### src/rtl/pc_seq_unit.sv
// Program-counter sequencer: branch/jump/call/ret with a return-address stack,
// stall, halt/resume, and a trap vector on stack overflow/underflow.
module pc_seq_unit #(
    parameter int                ADDR_W    = 6,
    parameter int                RAS_DEPTH = 4,
    parameter logic [ADDR_W-1:0] RESET_VEC = '0,
    parameter logic [ADDR_W-1:0] TRAP_VEC  = '1
) (
    input  logic                           clk,
    input  logic                           reset,
    input  logic                           stall,
    input  logic                           halt,
    input  logic                           resume,
    input  logic                           branch,
    input  logic                           zero,
    input  logic                           jump,
    input  logic                           call,
    input  logic                           ret,
    input  logic [ADDR_W-1:0]              imm_branch,
    input  logic [ADDR_W-1:0]              jump_addr,
    output logic [ADDR_W-1:0]              pc,
    output logic                           halted,
    output logic [$clog2(RAS_DEPTH+1)-1:0] ras_count,
    output logic                           trap_err
);

    localparam int CW = $clog2(RAS_DEPTH + 1);
    localparam int AW = (RAS_DEPTH > 1) ? $clog2(RAS_DEPTH) : 1;
    localparam logic [CW-1:0] FULL = CW'(RAS_DEPTH);

    localparam logic [0:0] S_RUN  = 1'b0;
    localparam logic [0:0] S_HALT = 1'b1;

    logic [0:0]        state, state_n;
    logic [ADDR_W-1:0] pc_n, pc_inc;
    logic [CW-1:0]     cnt_n, top_idx;
    logic              trap_n, push_en;
    logic [ADDR_W-1:0] ras [2**AW];

    assign pc_inc  = pc + ADDR_W'(1);
    assign top_idx = ras_count - CW'(1);
    assign halted  = (state == S_HALT);

    always_comb begin
        state_n = state;
        pc_n    = pc;
        cnt_n   = ras_count;
        trap_n  = trap_err;
        push_en = 1'b0;
        if (!stall) begin
            if (state == S_HALT) begin
                if (resume) state_n = S_RUN;
            end else if (halt) begin
                state_n = S_HALT;
            end else begin
                // ret outranks call, so a same-cycle pair never pushes
                priority case (1'b1)
                    ret: begin
                        if (ras_count == '0) begin
                            pc_n   = TRAP_VEC;
                            cnt_n  = '0;
                            trap_n = 1'b1;
                        end else begin
                            pc_n  = ras[top_idx[AW-1:0]];
                            cnt_n = top_idx;
                        end
                    end
                    call: begin
                        if (ras_count == FULL) begin
                            pc_n   = TRAP_VEC;
                            cnt_n  = '0;
                            trap_n = 1'b1;
                        end else begin
                            push_en = 1'b1;
                            pc_n    = jump_addr;
                            cnt_n   = ras_count + CW'(1);
                        end
                    end
                    jump:          pc_n = jump_addr;
                    branch & zero: pc_n = pc_inc + imm_branch;
                    default:       pc_n = pc_inc;
                endcase
            end
        end
    end

    always_ff @(posedge clk or posedge reset) begin
        if (reset) begin
            state     <= S_RUN;
            pc        <= RESET_VEC;
            ras_count <= '0;
            trap_err  <= 1'b0;
        end else begin
            state     <= state_n;
            pc        <= pc_n;
            ras_count <= cnt_n;
            trap_err  <= trap_n;
        end
    end

    // stack storage needs no reset; ras_count marks the valid entries
    always_ff @(posedge clk) begin
        if (push_en) ras[ras_count[AW-1:0]] <= pc_inc;
    end

endmodule

### config.mk
export PLATFORM = sky130hd
export DESIGN_NAME = pc_seq_unit
export DESIGN_NICKNAME = d
export VERILOG_FILES = /design/src/rtl/pc_seq_unit.sv
export SDC_FILE = /design/constraint.sdc
export NUM_CORES = 1
export LEC_CHECK = 0
export ABC_AREA = 0
export ABC_CLOCK_PERIOD_IN_PS = 3710
export BUFFER_PORTS_ARGS = -buffer_cell sky130_fd_sc_hd__buf_4
export CORE_MARGIN = 2
export CORE_UTILIZATION = 45
export CTS_BUF_LIST = sky130_fd_sc_hd__clkbuf_4
export DETAILED_ROUTE_END_ITERATION = 8
export PLACE_DENSITY = 0.66
export SLEW_MARGIN = 10
export SYNTH_ARGS = -nofsm -noshare
export SYNTH_HDL_FRONTEND = slang
export SYNTH_SLANG_ARGS = --single-unit
### constraint.sdc
create_clock -name clk -period 3.71 [get_ports clk]
set_input_delay 1.113 -clock clk [delete_from_list [all_inputs] [get_ports clk]]
set_output_delay 1.113 -clock clk [all_outputs]
set_load 0.005 [all_outputs]
[Word level (Yosys, flattened, before mapping)]
Memory sizes are Yosys's and may differ from the RTL's.
Index checks and enable logic that the tools add are counted.
Storage, ports and cells
  register bits after elaboration: 11
  RAM bits: 24
  input bits: 22
  output and inout port bits: 11
  logic and storage cells: 46
  memories kept: 1
Cells by class
  add/subtract/negate cells: 4
  equality and inequality tests: 2
  muxes and demuxes: 25
  bitwise logic cells: 4
  reduce and logical (&&, ||, !) cells: 6
Memories
  ras: depth 4, bits a word 6, rd ports 1, clocked after memory_dff 0, write ports 1, RTL line 38  | logic [ADDR_W-1:0] ras [2**AW];
Operator list (count)
  6-bit 2-to-1 mux: 6
  1-bit 2-to-1 mux: 15
  3-bit 2-to-1 mux: 4
  6-bit by 1-bit adder with 6-bit output (second input constant): 1
  6-bit adder: 1
  6-bit AND reduction: 1
  4-bit AND reduction: 1
  2-bit nonzero test: 2
  3-bit by 1-bit adder with 3-bit output (second input constant): 1
  3-bit equality test (second input constant): 1
  3-bit logical NOT: 1
  1-bit inverter: 3
  3-bit AND reduction: 1
  3-bit by 1-bit subtractor with 3-bit output (second input constant): 1
  2-bit by 1-bit inequality test with 1-bit output (second input constant): 1
  1-bit bitwise AND: 1

[Longest topological paths before layout]
Gate-level depths: netlist of run 1.
  depth after elaboration: 9
  mapped depth: 9
  mapped depth without buffers: 9

[Worst setup path before layout of run 1]
Ideal clock, no wire load.
  path type: input port to flip-flop
  from: input port imm_branch[0]
  to: register pc[4]
  library setup time: 0.065 ns
  arrival time: 2.719 ns
  required time: 3.645 ns
  slack: 0.926 ns
  cell stages on the path: 7
  path through: ha_1 fa_1 a21o_1 a21oi_1 mux2_2 a311o_1 nand2_1
Between the ends
  longest elaborated chain between the ends: 5
Ends and longest elaborated chain
  from (decl): RTL line 19  | input logic [ADDR_W-1:0] imm_branch,
  6-bit adder: RTL line 80  | branch & zero: pc_n = pc_inc + imm_branch;
  6-bit 2-to-1 mux (4 in series): RTL line 57  | priority case (1'b1)
  to (signal assigned): RTL line 95  | pc <= pc_n;
  to (decl): RTL line 21  | output logic [ADDR_W-1:0] pc,
No other way between the ends.
A chain may end at the register's enable or synchronous reset.

[Final worst setup path of run 1]
  from: register pc[0]
  to: register pc[4]
Between the ends
  longest elaborated chain between the ends: 6
Ends and longest elaborated chain
  6-bit by 1-bit adder with 6-bit output *: RTL line 40  | assign pc_inc = pc + ADDR_W'(1);
  named net pc_inc[4]: RTL line 35  | logic [ADDR_W-1:0] pc_n, pc_inc;
  6-bit adder: RTL line 80
  6-bit 2-to-1 mux * (4 in series): RTL line 57
The timed path passes the listed nets; every way through them passes the cells marked *.

==> results of run 1 <==
cells in the mapped netlist, types with 2 or more instances:
library cell | instances | area [um2]
mux2_2 | 4 | 45.0
mux2i_1 | 4 | 40.0
nor3_1 | 4 | 20.0
o211ai_1 | 2 | 15.0
buf_2 | 2 | 10.0
ha_1 | 14 | 175
a211oi_1 | 3 | 22.5
xor2_1 | 2 | 17.5
and2_1 | 6 | 37.5
clkbuf_1 | 5 | 18.8
edfxtp_1 | 24 | 721
o21ai_0 | 17 | 85.1
a21o_1 | 2 | 15.0
or3_1 | 3 | 18.8
nand3_1 | 5 | 25.0
dfrtp_1 | 11 | 275
xnor2_1 | 2 | 17.5
nand2b_1 | 3 | 18.8
a21oi_1 | 6 | 30.0
nor2_1 | 12 | 45.0
o221ai_1 | 2 | 17.5
nor4_1 | 2 | 12.5
and3_1 | 2 | 12.5
mux4_2 | 6 | 135
a31oi_1 | 4 | 25.0
a211o_1 | 2 | 17.5
nand2_1 | 14 | 52.6
inv_1 | 8 | 30.0
power by group through the flow:
| stage | Sequential, W | Clock (W) | Combinational [W] |
|---|---|---|---|
| global route | 0.000651 | 0.000238 | 0.000949 |
| floorplan | 0.000612 | 0 | 0.000598 |
| finish | 0.000633 | 0.000215 | 0.000844 |
| detailed placement | 0.000645 | 0 | 0.000840 |
| CTS | 0.000637 | 0.000222 | 0.000844 |
| global placement | 0.000642 | 0 | 0.000818 |
critical path: cells and delay by family, from the launching register on:
family | cells | cell delay [ns]
muxes | 1 | 0.27
DFF | 1 | 0.48
and+or+nand+nor | 3 | 0.54
xor gates and xnor gates | 1 | 0.52
adders and majority gates | 2 | 0.62
AOI/OAI and AO/OA | 1 | 0.31
kinds of logic (layout without fill, tap and decap cells):
group           after synthesis  in the layout  share of synthesized area [%]
fa+ha+maj                    15             15                           9.48
xor+xnor                      4              4                           1.70
compound gates               45             45                           14.0
simple gates                 53             53                           12.5
buf+inv                      16             49                           3.22
flops                        35             35                           48.4
mux                          14             14                           10.7
registers in the layout (all words and copies together), names as in the netlist:
signal	flops
halted	1
ras_count	3
trap_err	1
ras	24
pc	6
final timing paths:
check                                      from                       end  slack [ns]  cells past startpoint
setup / recovery              pc[0]$_DFFE_PP0P_         pc[4]$_DFFE_PP0P_        0.90                      8
hold / removal             trap_err$_DFFE_PP0P_      trap_err$_DFFE_PP0P_        0.49                      1
setup reg to reg              pc[0]$_DFFE_PP0P_         pc[4]$_DFFE_PP0P_        0.90                      8
hold reg to reg            trap_err$_DFFE_PP0P_      trap_err$_DFFE_PP0P_        0.49                      1
max in group asynchronous                 reset      trap_err$_DFFE_PP0P_        2.63                      2
min in group asynchronous                 reset  ras_count[0]$_DFFE_PP0P_        0.77                      2
stage by stage:
| stage | setup WS [ns] | instances | utilization [%] | cell area (um2) |
|---|---|---|---|---|
| after floorplan | 0.926 | 182 | - | 2060 |
| after global placement | 0.739 | 259 | 53.3 | 2330 |
| after detailed placement | 0.705 | 259 | 53.3 | 2330 |
| after CTS | 0.914 | 267 | 54.6 | 2390 |
| after global routing | 0.741 | 267 | 54.6 | 2390 |
| final | 0.905 | 267 | 54.6 | 2390 |
area by class of cell:
cell class / count / area, um2
Clock inverter: 2 / 13.8
Multi-Input combinational cell: 131 / 996
Inverter: 8 / 30.0
Timing Repair Buffer: 33 / 248
Sequential cell: 35 / 996
Clock buffer: 6 / 45.0
Fill cell: 392 / 1990
Tap cell: 52 / 65.1
cell usage in the layout, fill, tap and decap left out, drive strengths merged:
master / synthesis / routed
a21oi: 6 / 6
a211oi: 3 / 3
a32oi: 1 / 1
edfxtp: 24 / 24
clkbuf: 5 / 6
o21a: 1 / 1
a311oi: 1 / 1
nor3: 4 / 4
o32ai: 1 / 1
o21bai: 1 / 1
a21o: 2 / 2
and3: 2 / 2
clkinv: 0 / 2
nor4: 2 / 2
xnor2: 2 / 2
nand3b: 1 / 1
ha: 14 / 14
a311o: 1 / 1
nand3: 5 / 5
fa: 1 / 1
xor2: 2 / 2
o21ai: 17 / 17
nand2: 15 / 15
mux4: 6 / 6
dfrtp: 11 / 11
or3: 3 / 3
a211o: 2 / 2
mux2: 4 / 4
a31oi: 4 / 4
o211a: 1 / 1
o221ai: 2 / 2
buf: 3 / 33
nor2: 12 / 12
o211ai: 2 / 2
mux2i: 4 / 4
nand2b: 3 / 3
and2: 6 / 6
inv: 8 / 8
layer usage:
metal	GRT usage, %	up-vias
met3	3.94	10
met5	0	-
met4	6.71	0
met1	27.2	732
li1	-	745
met2	29.2	54
==> results.cfg, run 1 <==
[outcome]
status = finished clean

[synth]
ys_ff_latch = 35
synth-edff-count = 24
synth-main-ff-cell = edfxtp_1
synth-async-reset-ratio_pct = 31.4
syn-num-nets = 219
yosys_warnings = 0
avgSynthCellArea_um2 = 11.3
ys_types = 39
syn_inst = 182
ys_seq_area_share_pct = 48.4
syn-cell-area_um2 = 2060

[detailed_routing]
dr_wl_met3_um = 237
wl_per_cell_um = 17.1
drt-met1-wl_um = 2180
vias = 1541
drcViolationCount = 0
routed_wl_um = 4560
antenna_left = 0
dr_wl_met2_um = 2060
first_pass_iters = 4
routed_via_density = 5.77
drt_iter0_markers = 80
route.top_layer_used = met4

[sta]
tns_ns = 0
finalCritPeriodShare_pct = 75.6
clock_skew_ns = 0.00950
finalHoldViolations = 0
fmaxAchievable_mhz = 356
relSlewSlack_pct = 56.0
worst_pin_slew_ns = 0.656
setup_violations = 0
worst_hold_slack_ns = 0.491
drv_slew = 0
rsz0062_at_grt = false
period_minus_slack_ns = 2.81

[power]
p_sw_share_pct = 39.8
p_total_w = 0.00169
p_comb_share_pct = 49.9
intPower_w = 0.00102
clkPwrFrac_pct = 12.7
vdd_ir_drop_max_mv = 0.391
p_sw_w = 0.000675
p_seq_share_pct = 37.4
leakagePower_nw = 0.971
power_density_nw_per_um2 = 707

[clock_tree]
ctsHoldBuffers = 0
numCtsBuffers = 5
htree_levels = 2
cts_tree = built
cts_resized = 0
cts_setup_buffers = 0
clkTransAtPathRegs_ns = 0.11
clk_latency_ns = 0.33
cts_num_sinks = 35
clk_path_buf_depth = 2
cts-root-buf = clkbuf_4

[critical_path]
cpMostUsedCell = ha_1
cp_data_required_time_ns = 3.99
end_kind = flop
critPathKind = flop to flop
critPathMaxFanout = 7
start_kind = flop
slowest_stage = xnor2_1
cp.arrival_ns = 3.09
path_cells = ha_1, nand3_1, xnor2_1, ha_1, or3_1, mux2_2, a311o_1, nand2_1
slowest_delay_ns = 0.52

[cells_and_area]
diodes = 0
drive_above_1_share_pct = 24.2
nets = 251
area_growth_pct = 16.3

[grt]
gr-usage-all-layers_pct = 19.1
grt_pass1_wl_um = 7420
grt_overflow = 0
antenna_found_initial = 0
grt_pass1_vias = 1548
grt_max_degree = 20

[floorplan]
die_h_um = 71.6
start_util_pct = 46.9
fp-row-count = 24
dieArea_um2 = 5130
design.core.area_um2 = 4380
io_pins = 33
die_w_um = 71.6

[placed_design]
dp_hpwl_um = 3350
place.gp.congestion = 0.832
port_buffers = 32

[min_path]
hp-class = flop to flop

[run]
max-cap-violations = 0
Note: power is estimated with default switching activity, not from simulation.
==> inputs of run 2 (changes only) <==
--- a/config.mk
+++ b/config.mk
@@ -6,13 +6,13 @@
 export NUM_CORES = 1
 export LEC_CHECK = 0
 export ABC_AREA = 0
-export ABC_CLOCK_PERIOD_IN_PS = 3710
+export ABC_CLOCK_PERIOD_IN_PS = 2500
 export BUFFER_PORTS_ARGS = -buffer_cell sky130_fd_sc_hd__buf_4
 export CORE_MARGIN = 2
 export CORE_UTILIZATION = 45
 export CTS_BUF_LIST = sky130_fd_sc_hd__clkbuf_4
 export DETAILED_ROUTE_END_ITERATION = 8
-export PLACE_DENSITY = 0.66
+export PLACE_DENSITY = 0.68
 export SLEW_MARGIN = 10
 export SYNTH_ARGS = -nofsm -noshare
 export SYNTH_HDL_FRONTEND = slang
==> constraint.sdc (replaced) <==
create_clock -name clk -period 2.5 [get_ports clk]
set_input_delay 0.75 -clock clk [delete_from_list [all_inputs] [get_ports clk]]
set_output_delay 0.75 -clock clk [all_outputs]
set_load 0.005 [all_outputs]
==> results.cfg, run 2 (synthesis gave the netlist of run 1 again) <==
[detailed_routing]
drcViolationCount = 0
drt_iter0_markers = 83
routed_via_density = 5.68
wl_per_cell_um = 17.2
vias = 1567
first_pass_iters = 4
antenna_left = 0
routed_wl_um = 4750

[cells_and_area]
layoutNonFillerInstCount = 276
area_growth_pct = 19.5
n_fill_cell = 377
nets = 260
largest_reg_flops = 24
diodes = 0
layout_commonest_cell = buf_4
fin_util_pct = 56.1
final_cell_mix = buf_4 (42), edfxtp_1 (24), o21ai_0 (17), nand2_1 (14), ha_1 (14)
drive_above_1_share_pct = 27.2

[grt]
gr-usage-all-layers_pct = 20.2
grt_pass1_wl_um = 7810
grt_pass1_vias = 1586
grt_overflow = 0
grt_max_degree = 20
antenna_found_initial = 0

[clock_tree]
ctsHoldBuffers = 0
clkTransAtPathRegs_ns = 0.12
numCtsBuffers = 5
cts_setup_buffers = 0
clk_path_buf_depth = 2
htree_levels = 2
cts_tree = built
cts_num_sinks = 35
cts-root-buf = clkbuf_4
cts_resized = 0
clk_latency_ns = 0.35

[critical_path]
cp.arrival_ns = 2.68
critPathKind = flop to flop
r2r-start = pc[0]$_DFFE_PP0P_
cp_data_required_time_ns = 2.80
critPathMaxFanout = 5
r2r_cells = 8
end_kind = flop
start_kind = flop
timing.rr.end = pc[4]$_DFFE_PP0P_
regToRegSetupSlack_ns = 0.12

[floorplan]
design.core.area_um2 = 4380
die_h_um = 71.6
io_pins = 33
start_util_pct = 46.9
die_w_um = 71.6
fp-row-count = 24
dieArea_um2 = 5130

[min_path]
hp-class = input pin to async pin

[placed_design]
dp_hpwl_um = 3620
dp.cells = 268
place.gp.congestion = 0.882
port_buffers = 32

[power]
vdd_ir_drop_max_mv = 0.589
leakagePower_nw = 1.01
p_total_w = 0.00267
power_density_nw_per_um2 = 1090

[outcome]
status = finished clean

[sta]
finalHoldViolations = 0
finalCritPeriodShare_pct = 95.2
worst_pin_slew_ns = 0.625
fmaxAchievable_mhz = 420
clock_skew_ns = 0.0113
relSlewSlack_pct = 57.9
tns_ns = 0
drv_slew = 0
setup_violations = 0
rsz0062_at_grt = false
period_minus_slack_ns = 2.38

[run]
max-cap-violations = 0
## run 2: cell types whose count changed in the layout (fill, tap and decap cells not counted)
cell        before  now
buf_4           33   42
clkbuf_4         6    5
clkinvlp_4       0    2
clkinv_4         1    0
## run 2: worst max path at each step
| stage | to | cells after the start | slack [ns] | startpoint |
|---|---|---|---|---|
| 6_report | pc[4]$_DFFE_PP0P_ | 8 | 0.12 | pc[0]$_DFFE_PP0P_ |
| 5_1_grt | pc[4]$_DFFE_PP0P_ | 7 | 0.03 | pc[0]$_DFFE_PP0P_ |
| 4_1_cts | pc[4]$_DFFE_PP0P_ | 7 | 0.12 | pc[0]$_DFFE_PP0P_ |
| 3_5_place_dp | pc[4]$_DFFE_PP0P_ | 8 | -0.10 | imm_branch[0] |
| 3_3_place_gp | pc[4]$_DFFE_PP0P_ | 8 | -0.09 | imm_branch[0] |
| 2_1_floorplan | pc[4]$_DFFE_PP0P_ | 7 | 0.08 | imm_branch[0] |
## run 2: power by group
part,leakage [nW],switching (W),internal [W]
Combinational,0.635,0.000741,0.000716
Sequential,0.345,0.0000984,0.000800
Clock,0.0272,0.000211,0.000107
Total,1.01,0.00105,0.00162
## run 2: layout make-up
type | count | area, um2 | share of cell area, %
flip-flops and latches | 35 | 996 | 40.5
multi-input cells | 131 | 996 | 40.5
repair buffers | 42 | 315 | 12.8
well taps | 52 | 65.1 | 2.64
clock buffers | 5 | 37.5 | 1.53
inverters | 8 | 30.0 | 1.22
clock inverters | 3 | 20.0 | 0.814
## run 2: stage by stage
step | worst slack, ns | hold WS, ns | instance area, um2
2_1_floorplan | 0.0789 | 0.468 | 2060
3_3_place_gp | -0.0914 | 0.464 | 2400
3_5_place_dp | -0.100 | 0.481 | 2400
4_1_cts | 0.123 | 0.394 | 2460
5_1_grt | 0.0292 | 0.404 | 2460
6_report | 0.121 | 0.388 | 2460
## run 2: critical path, stage by stage (launching register included)
cell and delay, ns:
dfrtp_1 0.46, ha_1 0.25, xor2_1 0.24, ha_1 0.33, a21o_1 0.17, a21oi_1 0.16, mux2_2 0.35, a311o_1 0.31
nand2_1 0.06
## run 2: routing by layer
layer  GRT usage [%]  part of all wire, %  up-vias
li1                -                    -      763
met1            26.8                   43      746
met2            33.8                   50       54
met3            3.80                  6.7        4
met4            5.66                 0.99        0
met5               0                    0        -
